## src/rtl/quad2pos.sv

```systemverilog
// Quadrature decoder: synchronizes and debounces the A/B phases, then turns
// legal Gray-code steps into an 8-bit position with step, direction and activity flags.
module quad2pos #(
  parameter int FILT      = 4,
  parameter int CLAMP     = 0,
  parameter int IDLE_BITS = 20
) (
  input  logic       clk_sys,
  input  logic       Reset_n,
  input  logic       enc_a,
  input  logic       enc_b,
  input  logic       center,
  output logic [7:0] pos,
  output logic       step,
  output logic       dir,
  output logic       active,
  output logic [3:0] err_cnt
);

  localparam logic [3:0]           FILT_CNT   = 4'(FILT);
  localparam logic [IDLE_BITS-1:0] IDLE_LAST  = {{(IDLE_BITS-1){1'b1}}, 1'b0};
  localparam logic [7:0]           POS_CENTER = 8'h80;

  logic [1:0]           sync1_q, sync2_q;
  logic [1:0]           cand_q, cand_d;
  logic [3:0]           cnt_q, cnt_d;
  logic [1:0]           acc_q, acc_d;
  logic                 init_q, init_d;
  logic [7:0]           pos_q, pos_d;
  logic                 step_q, step_d;
  logic                 dir_q, dir_d;
  logic                 active_q, active_d;
  logic [IDLE_BITS-1:0] idle_q, idle_d;
  logic [3:0]           err_q, err_d;

  logic       accept;
  logic       tracking;
  logic       is_inc, is_dec, is_ill;
  logic       err_hit;
  logic [1:0] inc_code, dec_code;

  // Candidate tracks the synchronized phases; the count says how long it has been stable.
  always_comb begin
    cand_d = cand_q;
    cnt_d  = cnt_q;
    if (sync2_q != cand_q) begin
      cand_d = sync2_q;
      cnt_d  = '0;
    end else if (cnt_q != FILT_CNT) begin
      cnt_d = cnt_q + 4'd1;
    end
  end

  // Neighbours of the accepted state in the Gray cycle 00->01->11->10->00.
  assign inc_code = {acc_q[0], ~acc_q[1]};
  assign dec_code = {~acc_q[0], acc_q[1]};

  assign accept   = (cnt_q == FILT_CNT) && (!init_q || (cand_q != acc_q));
  assign tracking = accept && init_q;
  assign is_inc   = (cand_q == inc_code);
  assign is_dec   = (cand_q == dec_code);
  assign is_ill   = ((acc_q ^ cand_q) == 2'b11);
  assign err_hit  = tracking && is_ill;

  always_comb begin
    acc_d    = acc_q;
    init_d   = init_q;
    step_d   = 1'b0;
    dir_d    = dir_q;
    pos_d    = pos_q;
    err_d    = err_q;
    active_d = active_q;
    idle_d   = idle_q;

    if (accept) begin
      acc_d  = cand_q;
      init_d = 1'b1;
    end

    if (tracking && (is_inc || is_dec)) begin
      step_d = 1'b1;
      dir_d  = is_inc;
      if (is_inc) begin
        if (!((CLAMP != 0) && (pos_q == 8'hFF))) pos_d = pos_q + 8'd1;
      end else begin
        if (!((CLAMP != 0) && (pos_q == 8'h00))) pos_d = pos_q - 8'd1;
      end
    end

    // Center wins over a simultaneous step; step and dir still report the motion.
    if (center) pos_d = POS_CENTER;

    if (err_hit && (err_q != 4'hF)) err_d = err_q + 4'd1;

    if (step_d) begin
      active_d = 1'b1;
      idle_d   = '0;
    end else if (active_q) begin
      if (idle_q == IDLE_LAST) begin
        active_d = 1'b0;
        idle_d   = '0;
      end else begin
        idle_d = idle_q + 1'b1;
      end
    end
  end

  always_ff @(posedge clk_sys or negedge Reset_n) begin
    if (!Reset_n) begin
      sync1_q  <= '0;
      sync2_q  <= '0;
      cand_q   <= '0;
      cnt_q    <= '0;
      acc_q    <= '0;
      init_q   <= 1'b0;
      pos_q    <= POS_CENTER;
      step_q   <= 1'b0;
      dir_q    <= 1'b0;
      active_q <= 1'b0;
      idle_q   <= '0;
      err_q    <= '0;
    end else begin
      sync1_q  <= {enc_a, enc_b};
      sync2_q  <= sync1_q;
      cand_q   <= cand_d;
      cnt_q    <= cnt_d;
      acc_q    <= acc_d;
      init_q   <= init_d;
      pos_q    <= pos_d;
      step_q   <= step_d;
      dir_q    <= dir_d;
      active_q <= active_d;
      idle_q   <= idle_d;
      err_q    <= err_d;
    end
  end

  assign pos     = pos_q;
  assign step    = step_q;
  assign dir     = dir_q;
  assign active  = active_q;
  assign err_cnt = err_q;

endmodule

```

## config.mk

```make
export PLATFORM = sky130hd
export DESIGN_NAME = quad2pos
export DESIGN_NICKNAME = d
export VERILOG_FILES = /design/src/rtl/quad2pos.sv
export SDC_FILE = /design/constraint.sdc
export NUM_CORES = 1
export LEC_CHECK = 0
export BUFFER_PORTS_ARGS = -buffer_cell sky130_fd_sc_hd__buf_4
export CELL_PAD_IN_SITES_DETAIL_PLACEMENT = 0
export CELL_PAD_IN_SITES_GLOBAL_PLACEMENT = 1
export CORE_MARGIN = 2
export CORE_UTILIZATION = 47
export CTS_CLUSTER_DIAMETER = 40
export DETAILED_ROUTE_END_ITERATION = 16
export PLACE_DENSITY = 0.86
export SLEW_MARGIN = 20
export SYNTH_ARGS = -nofsm -noshare
export SYNTH_HDL_FRONTEND = slang
export SYNTH_SLANG_ARGS = --single-unit
export TNS_END_PERCENT = 100
```

## constraint.sdc

```tcl
create_clock -name clk_sys -period 3.3 [get_ports clk_sys]
set_input_delay 0.495 -clock clk_sys [delete_from_list [all_inputs] [get_ports clk_sys]]
set_output_delay 0.495 -clock clk_sys [all_outputs]
set_load 0.1 [all_outputs]
```

## Yosys cells after proc, flatten, opt, wreduce, memory -nomap -nowiden

Index checks and enable logic that the tools add are counted.

| operators by class | value |
|---|---|
| add/subtract/negate cells | 5 |
| equal/unequal tests | 9 |
| muxes and demuxes | 12 |
| bitwise operators | 3 |
| reduce and logical (&&, ||, !) cells | 11 |

Operators with widths:

| operator | count |
|---|---|
| $mux W20 | 3 |
| $mux W8 | 3 |
| $add A20 B1 Y20 const B | 1 |
| $eq A20 B20 Y1 const B | 1 |
| $add A4 B1 Y4 const B | 2 |
| $add A8 B1 Y8 const B | 1 |
| $mux W4 | 2 |
| $sub A8 B1 Y8 const B | 1 |
| $reduce_bool A2 Y1 | 3 |
| $logic_and A1 B1 Y1 | 5 |
| $eq A2 B2 Y1 | 2 |
| $eq A4 B3 Y1 const B | 1 |
| $mux W1 | 4 |
| $ne A2 B2 Y1 | 2 |
| $ne A4 B3 Y1 const B | 1 |
| $ne A4 B4 Y1 const B | 1 |
| $eq A2 B2 Y1 const B | 1 |
| $logic_or A1 B1 Y1 | 2 |
| $not A1 Y1 | 2 |
| $xor A2 B2 Y2 | 1 |
| $logic_not A1 Y1 | 1 |

| word-level totals | value |
|---|---|
| register bits after elaboration | 48 |
| bits of input ports | 5 |
| logic and storage cells | 52 |

## Logic depth before layout (Yosys ltp)

Gate-level depths: netlist of run 1.

| logic depth | value |
|---|---|
| depth in word-level cells | 7 |
| mapped depth | 9 |
| depth with buffers taken out | 9 |

## Worst setup path before layout of run 1

Ideal clock, no wire load.

| timing path | value |
|---|---|
| kind | register -> register |
| from | reg cand_q[0] |
| to | reg pos_q[7] (netlist: pos[7]) |
| data arrival time | 2.355 ns |
| data required time | 3.225 ns |
| setup slack | 0.870 ns |
| cell stages (with the launch flop) | 10 |
| path buffers | 0 |
| period minus slack after synthesis | 2.430 ns |
| cells stage by stage | dfrtp_1 > xor2_1 > nor2b_2 > inv_1 > ha_1 > a211oi_1 > o21ai_0 > o31ai_1 > mux2i_1 > mux2i_1 |

| on the way | value |
|---|---|
| elaborated cells on any way between the ends | 12 |

RTL lines:

| what | RTL line | text |
|---|---|---|
| start: declaration | 25 | `logic [1:0] cand_q, cand_d;` |
| start signal: assignment | 125 | `cand_q <= cand_d;` |
| $eq A2 B2 Y1 (*) | 60 | `assign is_inc = (cand_q == inc_code);` |
| net is_inc | 38 | `logic is_inc, is_dec, is_ill;` |
| $mux W8 or $logic_or A1 B1 Y1 (tied branches) | 83, 80 |  |
| $mux W8 or $logic_and A1 B1 Y1 (tied branches) | 80 | `if (tracking && (is_inc \|\| is_dec)) begin` |
| $mux W8 or $reduce_bool A2 Y1 (tied branches) | - |  |
| end signal: assignment | 129 | `pos_q <= pos_d;` |
| end: declaration | 29 | `logic [7:0] pos_q, pos_d;` |

Mark *: on every way through the listed nets, which the timed path passes. The rest lies on a longest branch. The select of a mux whose other input is x is not followed.
A chain may end at the register's enable or synchronous reset.

## Worst setup path after layout of run 1

Same ends and word-level chain as after synthesis.

==> flow_summary.json, run 1 <==
{
  "clk_pin_slew_worst_paths_ns": 0.09,
  "met2_usage": 0.297,
  "rows": 27,
  "clk-insertion-delay-late_ns": 0.30,
  "busiest_layer": "met2",
  "cp.arrival_ns": 2.97,
  "crit_slowest_cell": "dfrtp_1",
  "dieWidth_um": 79.2,
  "yosysMostFrequentCell": "dfrtp_1",
  "fin_crit_sh": 0.829,
  "max-vdd-ir-drop_mv": 0.182,
  "synth.avg_cell_area_um2": 10.1,
  "r2r_end": "pos[7]",
  "netlist_top_cells_count": "dfrtp_1, nand2_1, o21ai_0, a21oi_1, nor2_1",
  "overflow": 0,
  "vias_per_cell": 5.84,
  "drv_slew": 0,
  "die_y_um": 79.2,
  "hpwlAfterDp_mm": 3.61,
  "die-area_um2": 6270,
  "initial_utilization": 0.485,
  "final_util": 0.540,
  "syn-num-nets": 279,
  "worst-r2r-cell-count": 9,
  "critPathTopFamily": "compound AO/OA/AOI/OAI gates",
  "place_congestion": 0.793,
  "synth_edf_count": 0,
  "maxCapViolations": 0,
  "firstDrtPassIters": 4,
  "cts_buffer_depth": 2,
  "synthArstFlopShare": 1.00,
  "wirelength_mm": 5.24,
  "cp_cell_sequence": "xor2_1 > nor2b_2 > inv_1 > ha_1 > a211oi_1 > o21ai_0 > o31ai_1 > mux2i_1 > mux2i_1",
  "rsz0062_at_grt": "no",
  "synth_area_leaders": "dfrtp_1, ha_1, nand2_1",
  "fmax_mhz": 365,
  "grt_first_pass_wirelength_mm": 8.96,
  "vias": 2060,
  "ctsResizeCount": 0,
  "antenna_found_initial": 0,
  "ys_seq_area_frac": 0.453,
  "cts_root_buffer": "clkbuf_8",
  "yosysUniqueCellTypes": 56,
  "hold_viol": 0,
  "drive_above_1_share": 0.181,
  "pin_count": 20,
  "cts_num_sinks": 48,
  "final_cells": 353,
  "holdCritPathClass": "primary input to asynchronous set/reset pin",
  "cts_setup_buffers": 0,
  "port_buffers": 19,
  "setup_ws_ns": 0.563,
  "yosysTopAreaCell": "dfrtp_1",
  "antenna_left": 0,
  "grt_util_met1": 0.241,
  "syn_to_final_growth_pct": 11.3,
  "power.leakage_nw": 1.36,
  "post_drt_wl_per_cell_um": 14.8,
  "drt-initial-drc-count": 98,
  "yosysTopAreaCellShare": 0.443,
  "antenna_cells": 0,
  "finalClockSkew_ns": 0.00574,
  "tritoncts": "yes",
  "maxSlewHeadroom": 0.437,
  "drcViolationCount": 0,
  "grtUsageTotal": 0.179,
  "place_ws_ns": 0.588,
  "tightest_slew_ns": 0.835,
  "yosysWarnings": 0,
  "cp_common_cell": "mux2i_1",
  "ys.flop_type": "dfrtp_1",
  "placed_cells": 346,
  "cts-buffers-inserted": 5,
  "path_max_fanout": 6,
  "gr-usage-met3": 0.0307,
  "critPathMaxStageDelay_ns": 0.43,
  "grt_max_degree": 49,
  "rr_startpoint": "cand_q[0]",
  "syn_inst": 262,
  "critical_path_class": "flip-flop to flip-flop",
  "fin_crit_ns": 2.74,
  "core_area_um2": 5470,
  "critPathBufInv": 1,
  "cts_htree_levels": 2,
  "finalSetupTns_ns": 0,
  "hold_ws_ns": 0.193,
  "required_ns": 3.53,
  "p_per_area_nw_per_um2": 383,
  "nets": 298,
  "synth_seq_cells": 48,
  "ctsHoldBuffers": 0,
  "synthesis.area_um2": 2660,
  "setup_viol": 0,
  "outcome": "completed",
  "crit_path_start_kind": "flip-flop",
  "grt_pass1_vias": 1880,
  "crit_path_end_kind": "flip-flop",
  "reg2reg_slack_ns": 0.56
}
sequential cells by signal (all words and copies together), names as in the netlist, 2 cells and up:
signal and flops:
cnt_q 4, pos 8, idle_q 20, err_cnt 4
sync1_q 2, cand_q 2, acc_q 2, sync2_q 2
through the flow:
stage / instance area, um^2 / power (mW)
global placement: 2870 / 0.805
finish: 2960 / 1.13
global route: 2960 / 1.19
detailed placement: 2870 / 0.808
CTS: 2960 / 1.15
floorplan: 2660 / 0.765
power breakdown:
group	switching (mW)	internal, mW	total, mW
clock	0.193	0.144	0.337
combinational	0.0940	0.0674	0.161
sequential	0.0232	0.611	0.634
kinds of logic after synthesis:
family                     share of synthesized area
AOI/OAI and AO/OA                              0.180
buffers and inverters                         0.0306
and+or+nand+nor                                0.200
muxes                                         0.0283
adders and majority gates                     0.0594
xor gates and xnor gates                      0.0495
DFF                                            0.453
cells in the final DEF (no fill, tap or decap), types with 4 or more instances in the layout:
cell      synthesis  layout
dfrtp_1          47      47
buf_4             0      24
nand2_1          23      23
o21ai_0          16      16
a21oi_1          14      14
nor2_1           12      12
ha_1             11      11
and3_1           10      10
xnor2_1           9       9
inv_1             7       7
xor2_1            6       6
nand4_1           5       5
nor3b_1           5       5
a31oi_1           5       5
clkbuf_8          0       5
nand3b_1          4       4
nand3_1           4       4
nor4b_1           4       4
a31o_2            4       4
a311oi_1          4       4
nand2b_1          4       4
mux2_2            4       4
metal layers:
layer,vias to the layer above,share of wire
li1,1007,-
met1,1010,0.47
met2,32,0.48
met3,11,0.033
met4,0,0.014
met5,-,0
how the worst max path moves through the flow:
stage	cells after the start	end	startpoint
floorplan	9	pos[7]	cand_q[0]
CTS	9	pos[7]	cand_q[0]
finish	9	pos[7]	cand_q[0]
global route	9	pos[7]	cand_q[0]
global placement	9	pos[7]	cand_q[0]
detailed placement	9	pos[7]	cand_q[0]
final cells by class:
type / instances / area, um^2
inverter: 8 / 30.0
multi-input combinational: 194 / 1370
clock inverter: 2 / 12.5
sequential: 48 / 1200
tap: 72 / 90.1
clock buffer: 5 / 68.8
fill: 495 / 2520
timing repair buffer: 24 / 180
Note: power is estimated with default switching activity, not from simulation.
==> inputs of run 2 (changes only) <==
--- a/config.mk
+++ b/config.mk
@@ -5,11 +5,12 @@
 export SDC_FILE = /design/constraint.sdc
 export NUM_CORES = 1
 export LEC_CHECK = 0
+export ABC_AREA = 1
 export BUFFER_PORTS_ARGS = -buffer_cell sky130_fd_sc_hd__buf_4
 export CELL_PAD_IN_SITES_DETAIL_PLACEMENT = 0
 export CELL_PAD_IN_SITES_GLOBAL_PLACEMENT = 1
 export CORE_MARGIN = 2
-export CORE_UTILIZATION = 47
+export CORE_UTILIZATION = 44
 export CTS_CLUSTER_DIAMETER = 40
 export DETAILED_ROUTE_END_ITERATION = 16
 export PLACE_DENSITY = 0.86
==> constraint.sdc (replaced) <==
create_clock -name clk_sys -period 2.7 [get_ports clk_sys]
set_input_delay 0.405 -clock clk_sys [delete_from_list [all_inputs] [get_ports clk_sys]]
set_output_delay 0.405 -clock clk_sys [all_outputs]
set_load 0.1 [all_outputs]
==> run 2 against run 1 <==
  * Cell count increased by 43%
  * Critical path type unchanged
  * Synthesized area is 10% higher
  * Highest routed layer unchanged
  * Largest cell class unchanged
  * Cell area is 10% higher
==> flow_summary.json, run 2 <==
{
  "outcome": "completed",
  "initial_utilization": 0.458,
  "hold_viol": 0,
  "finalSetupTns_ns": 0,
  "holdCritPathClass": "primary input to asynchronous set/reset pin",
  "die_y_um": 85.6,
  "required_ns": 2.91,
  "crit_path_start_kind": "flip-flop",
  "post_drt_wl_per_cell_um": 11.5,
  "maxSlewHeadroom": 0.583,
  "cp_common_cell": "nand2_1",
  "die-area_um2": 7320,
  "placed_cells": 497,
  "core_area_um2": 6390,
  "synth_edf_count": 0,
  "clk_pin_slew_worst_paths_ns": 0.10,
  "maxCapViolations": 0,
  "power.leakage_nw": 1.78,
  "drcViolationCount": 0,
  "fillers": 649,
  "syn_to_final_growth_pct": 11.1,
  "grt_first_pass_wirelength_mm": 10.5,
  "cts_setup_buffers": 0,
  "place_congestion": 0.907,
  "antenna_cells": 0,
  "tritoncts": "yes",
  "critPathMaxStageDelay_ns": 0.48,
  "fin_crit_ns": 1.99,
  "path_max_fanout": 10,
  "synth_area_leaders": "dfrtp_1, nand2_1, inv_1",
  "yosysTopAreaCellShare": 0.402,
  "nets": 444,
  "setup_viol": 0,
  "synth_seq_cells": 48,
  "place_ws_ns": 0.737,
  "cp_cell_sequence": "inv_2 > nand2_1 > nand2_1 > nand2_2 > inv_1 > fa_1 > inv_1 > nand3_1 > nand3_1 > nand2_1 > nand4_1 > nand2_1",
  "overflow": 0,
  "seq_area_um2": 1200,
  "final_util": 0.509,
  "setup_ws_ns": 0.706,
  "yosysMostFrequentCell": "nand2_1",
  "yosysUniqueCellTypes": 25,
  "final_cells": 505,
  "fmax_mhz": 501,
  "rsz0062_at_grt": "no",
  "regMostFlops": "idle_q",
  "critical_path_class": "flip-flop to flip-flop",
  "crit_slowest_cell": "dfrtp_1",
  "hold_ws_ns": 0.101,
  "fin_crit_sh": 0.739,
  "grt_max_degree": 49,
  "clk-insertion-delay-late_ns": 0.31,
  "vias": 2429,
  "port_buffers": 19,
  "grt_pass1_vias": 2372,
  "netlist_top_cells_count": "nand2_1, inv_1, dfrtp_1, nor2_1, nand3_1",
  "synthArstFlopShare": 1.00,
  "ctsHoldBuffers": 0,
  "wirelength_mm": 5.82,
  "crit_path_end_kind": "flip-flop",
  "synth.avg_cell_area_um2": 7.23,
  "max-vdd-ir-drop_mv": 0.394,
  "drt-initial-drc-count": 87,
  "antenna_left": 0,
  "hpwlAfterDp_mm": 4.25,
  "synthesis.area_um2": 2930,
  "yosysWarnings": 0,
  "grtUsageTotal": 0.178,
  "cp.arrival_ns": 2.21,
  "ys_seq_area_frac": 0.411,
  "cts_htree_levels": 2,
  "rows": 29,
  "cts-buffers-inserted": 5,
  "vias_per_cell": 4.81,
  "drive_above_1_share": 0.103,
  "cts_num_sinks": 48,
  "largest_register_ff_count": 20,
  "cts_buffer_depth": 2,
  "p_per_area_nw_per_um2": 539,
  "tightest_slew_ns": 0.625,
  "final_cell_mix": "nand2_1, inv_1, dfrtp_1",
  "ctsResizeCount": 0,
  "finalClockSkew_ns": 0.00586,
  "cts_root_buffer": "clkbuf_8",
  "pin_count": 20,
  "final_common_cell": "nand2_1",
  "antenna_found_initial": 0,
  "multi_input_area_um2": 1490,
  "syn-num-nets": 422,
  "ys.flop_type": "dfrtp_1",
  "dieWidth_um": 85.6,
  "firstDrtPassIters": 5,
  "yosysTopAreaCell": "dfrtp_1",
  "drv_slew": 0,
  "syn_inst": 405
}
==> run 2: cell count changes in the layout (fill, tap and decap cells not counted), sizes merged, moves of 5 or more <==
cell   previous run  this run
and3             11         0
inv               8        51
xor2              6        13
nand3             4        16
nand2            24       177
a21oi            14         8
o21ai            18         7
nor2             12        45
a31o              5         0
nor3b             5         0
a31oi             5         0
==> run 2: logic make-up (layout without fill, tap and decap cells) <==
group,Yosys count,in the layout,synth area share
AOI/OAI and AO/OA,16,16,0.0282
DFF,48,48,0.411
buffers and inverters,57,80,0.0800
adders and majority gates,12,12,0.0539
xor gates and xnor gates,22,22,0.0658
and+or+nand+nor,250,250,0.361
==> run 2: cell type report <==
cell class                 instances  share of cell area
clock buffer                       5              0.0212
multi-input combinational        300               0.458
clock inverter                     3              0.0146
timing repair buffer              20              0.0462
sequential                        48               0.370
inverter                          52              0.0604
tap                               77              0.0296
==> run 2: report_power, final <==
part / internal [mW] / leakage, nW / switching, mW
logic: 0.129 / 1.07 / 0.287
clock network: 0.279 / 0.0583 / 0.263
registers: 0.753 / 0.649 / 0.0419
==> run 2: final timing paths <==
check                            from         end  slack [ns]  depth (start not counted)
setup / recovery            cand_q[1]      pos[6]        0.71                         12
min in group clk_sys            enc_b  sync1_q[0]        0.20                          1
hold reg to reg            sync1_q[0]  sync2_q[0]        0.37                          0
setup reg to reg            cand_q[1]      pos[6]        0.71                         12
hold / removal                Reset_n    cnt_q[2]        0.10                          1
max in group asynchronous     Reset_n  err_cnt[1]        2.17                          1
==> run 2: critical path, delay by kind of cell, from the launching register on <==
kind | cells | cell delay (ns)
DFF | 1 | 0.48
buffers and inverters | 3 | 0.30
and+or+nand+nor | 8 | 0.69
adders and majority gates | 1 | 0.43
==> run 2: stage by stage <==
| step | instance area (um^2) | power [mW] |
|---|---|---|
| global placement | 3140 | 1.22 |
| floorplan | 2930 | 1.13 |
| global route | 3250 | 1.86 |
| finish | 3250 | 1.75 |
| CTS | 3250 | 1.77 |
| detailed placement | 3140 | 1.22 |
==> run 2: routing by layer <==
layer	vias up	share of wire	track usage
met2	30	0.47	0.288
met1	1113	0.49	0.239
met5	-	0	0
met3	9	0.029	0.0366
met4	0	0.014	0.0577
li1	1277	-	-
==> inputs of run 3 (changes only) <==
--- a/config.mk
+++ b/config.mk
@@ -5,15 +5,15 @@
 export SDC_FILE = /design/constraint.sdc
 export NUM_CORES = 1
 export LEC_CHECK = 0
-export ABC_AREA = 1
+export ABC_AREA = 0
 export BUFFER_PORTS_ARGS = -buffer_cell sky130_fd_sc_hd__buf_4
 export CELL_PAD_IN_SITES_DETAIL_PLACEMENT = 0
 export CELL_PAD_IN_SITES_GLOBAL_PLACEMENT = 1
 export CORE_MARGIN = 2
-export CORE_UTILIZATION = 44
+export CORE_UTILIZATION = 42
 export CTS_CLUSTER_DIAMETER = 40
 export DETAILED_ROUTE_END_ITERATION = 16
-export PLACE_DENSITY = 0.86
+export PLACE_DENSITY = 0.82
 export SLEW_MARGIN = 20
 export SYNTH_ARGS = -nofsm -noshare
 export SYNTH_HDL_FRONTEND = slang
==> constraint.sdc (replaced) <==
create_clock -name clk_sys -period 1.8 [get_ports clk_sys]
set_input_delay 0.27 -clock clk_sys [delete_from_list [all_inputs] [get_ports clk_sys]]
set_output_delay 0.27 -clock clk_sys [all_outputs]
set_load 0.1 [all_outputs]
==> run 3 against run 2 <==
  * The flow now finishes with violations (setup timing)
  * Clock power up 30%
  * Via count shrank 3.8%
  * Cell area up 18%
  * Wire length is 14% higher
  * Power is 40% higher
  * Worst setup slack got worse by 1.1 ns
  * Clock skew down 0.0017 ns
  * Critical path type unchanged
  * Critical endpoint is now pos[7]
  * Largest cell class unchanged
  * Largest power group unchanged
  * Highest routed layer unchanged
==> flow_summary.json, run 3 (synthesis gave the netlist of run 1 again) <==
{
  "antenna_left": 0,
  "fmax_mhz": 461,
  "power.leakage_nw": 1.76,
  "tritoncts": "yes",
  "grt_first_pass_wirelength_mm": 10.7,
  "critPathBufInv": 1,
  "drcViolationCount": 0,
  "antenna_found_initial": 0,
  "reg2reg_slack_ns": -0.37,
  "overflow": 0,
  "final_common_cell": "buf_4",
  "drt-initial-drc-count": 108,
  "die-area_um2": 6970,
  "core_area_um2": 6030,
  "r2r_end": "pos[7]",
  "port_buffers": 19,
  "grt_pass1_vias": 2266,
  "vias_per_cell": 5.55,
  "fin_crit_ns": 2.17,
  "syn_to_final_growth_pct": 44.9,
  "post_drt_wl_per_cell_um": 15.8,
  "finalClockSkew_ns": 0.00419,
  "final_cells": 421,
  "whs_path_depth": 1,
  "required_ns": 2.05,
  "antenna_cells": 0,
  "crit_slowest_cell": "dfrtp_1",
  "critPathMaxStageDelay_ns": 0.42,
  "regMostFlops": "idle_q",
  "cts-buffers-inserted": 5,
  "cts_buffer_depth": 2,
  "maxCapViolations": 0,
  "tightest_slew_ns": 0.633,
  "final_cell_mix": "buf_4, dfrtp_1, nand2_1",
  "startpoint": "acc_q[1]",
  "vias": 2337,
  "cts_htree_levels": 2,
  "cp.arrival_ns": 2.42,
  "rsz0062_at_grt": "yes",
  "place_congestion": 0.819,
  "hold_viol": 0,
  "fillers": 489,
  "path_max_fanout": 5,
  "p_per_area_nw_per_um2": 636,
  "placed_cell_area_um2": 3350,
  "nets": 362,
  "grt_max_degree": 49,
  "drv_slew": 0,
  "cp_cell_sequence": "xor2_2 > nor2b_4 > inv_4 > ha_4 > o211ai_1 > o21ai_2 > o31ai_2 > mux2i_1 > mux2i_1",
  "outcome": "complete, but fails checks",
  "maxSlewHeadroom": 0.578,
  "rr_startpoint": "acc_q[1]",
  "clk-insertion-delay-late_ns": 0.31,
  "critical_path_class": "flip-flop to flip-flop",
  "finalSetupTns_ns": -1.04,
  "worst-path-stages": 9,
  "crit_path_end_kind": "flip-flop",
  "pin_count": 20,
  "critPathCapture": "pos[7]",
  "clk_pin_slew_worst_paths_ns": 0.09,
  "worst-r2r-cell-count": 9,
  "cts_root_buffer": "clkbuf_8",
  "violations": "setup timing",
  "crit_path_start_kind": "flip-flop",
  "fin_crit_sh": 1.21,
  "wirelength_mm": 6.65,
  "setup_viol": 5,
  "firstDrtPassIters": 4,
  "max-vdd-ir-drop_mv": 0.402,
  "grtUsageTotal": 0.190,
  "fin_area_um2": 3850,
  "critPathTopFamily": "compound AO/OA/AOI/OAI gates",
  "holdCritPathClass": "primary input to flip-flop",
  "initial_utilization": 0.441,
  "dieWidth_um": 83.5,
  "setup_ws_ns": -0.371,
  "placed_cells": 400,
  "cp_common_cell": "mux2i_1",
  "cts_num_sinks": 48,
  "drive_above_1_share": 0.454,
  "hold_ws_ns": 0.0598,
  "largest_register_ff_count": 20,
  "rows": 28,
  "die_y_um": 83.5,
  "hpwlAfterDp_mm": 4.17
}
## run 3: changes by cell type in the layout (fill, tap and decap cells not counted), moves of 5 or more
cell	change
nand3_1	-11
nand2_1	-149
buf_6	+7
nor2_1	-30
ha_4	+5
xor2_1	-9
dfrtp_1	-8
dfrtp_2	+6
ha_1	-5
and3_1	+8
inv_1	-44
a31oi_1	+5
buf_4	+56
## run 3: worst min path at each step
stage | from | endpoint | slack, ns
after floorplan | Reset_n | acc_q[0] | -0.03
after global placement | Reset_n | cnt_q[2] | 0.33
after detailed placement | Reset_n | cnt_q[2] | 0.34
after CTS | enc_b | sync1_q[0] | 0.05
after global routing | enc_b | sync1_q[0] | 0.05
final | enc_b | sync1_q[0] | 0.06
## run 3: power by group
group | internal, mW | switching [mW] | total [mW]
clock network | 0.312 | 0.394 | 0.706
logic | 0.299 | 0.288 | 0.587
registers | 1.12 | 0.0359 | 1.16
total | 1.73 | 0.718 | 2.45
## run 3: final cells by class
| type | instances | area [um^2] | area share |
|---|---|---|---|
| well taps | 75 | 93.8 | 0.0244 |
| multi-input cells | 194 | 1660 | 0.431 |
| clock inverters | 2 | 15.0 | 0.00390 |
| clock buffers | 6 | 82.6 | 0.0215 |
| inverters | 8 | 35.0 | 0.00911 |
| repair buffers | 88 | 744 | 0.193 |
| flip-flops and latches | 48 | 1220 | 0.316 |
## run 3: through the flow
step | setup slack, ns | power (mW) | utilization
3_3_place_gp | -0.387 | 1.65 | 0.556
4_1_cts | -0.331 | 2.42 | 0.591
6_report | -0.371 | 2.45 | 0.638
3_5_place_dp | -0.441 | 1.67 | 0.556
5_1_grt | -0.564 | 2.58 | 0.638
2_1_floorplan | -0.423 | 1.45 | -
## run 3: layer usage
metal | share of wire | up-vias | track usage
met4 | 0.019 | 0 | 0.0660
met3 | 0.032 | 10 | 0.0356
met2 | 0.51 | 49 | 0.329
met1 | 0.44 | 1142 | 0.238
li1 | - | 1136 | -
met5 | 0 | - | 0
## run 3: repair_timing
action	4_1_cts	5_1_grt
pin swaps	11	16
buffers inserted	2	9
cloned	0	2
setup endpoints to repair	18	24
endpoints found under the hold margin	47	0
hold buffers	1	0
resized for setup	19	40
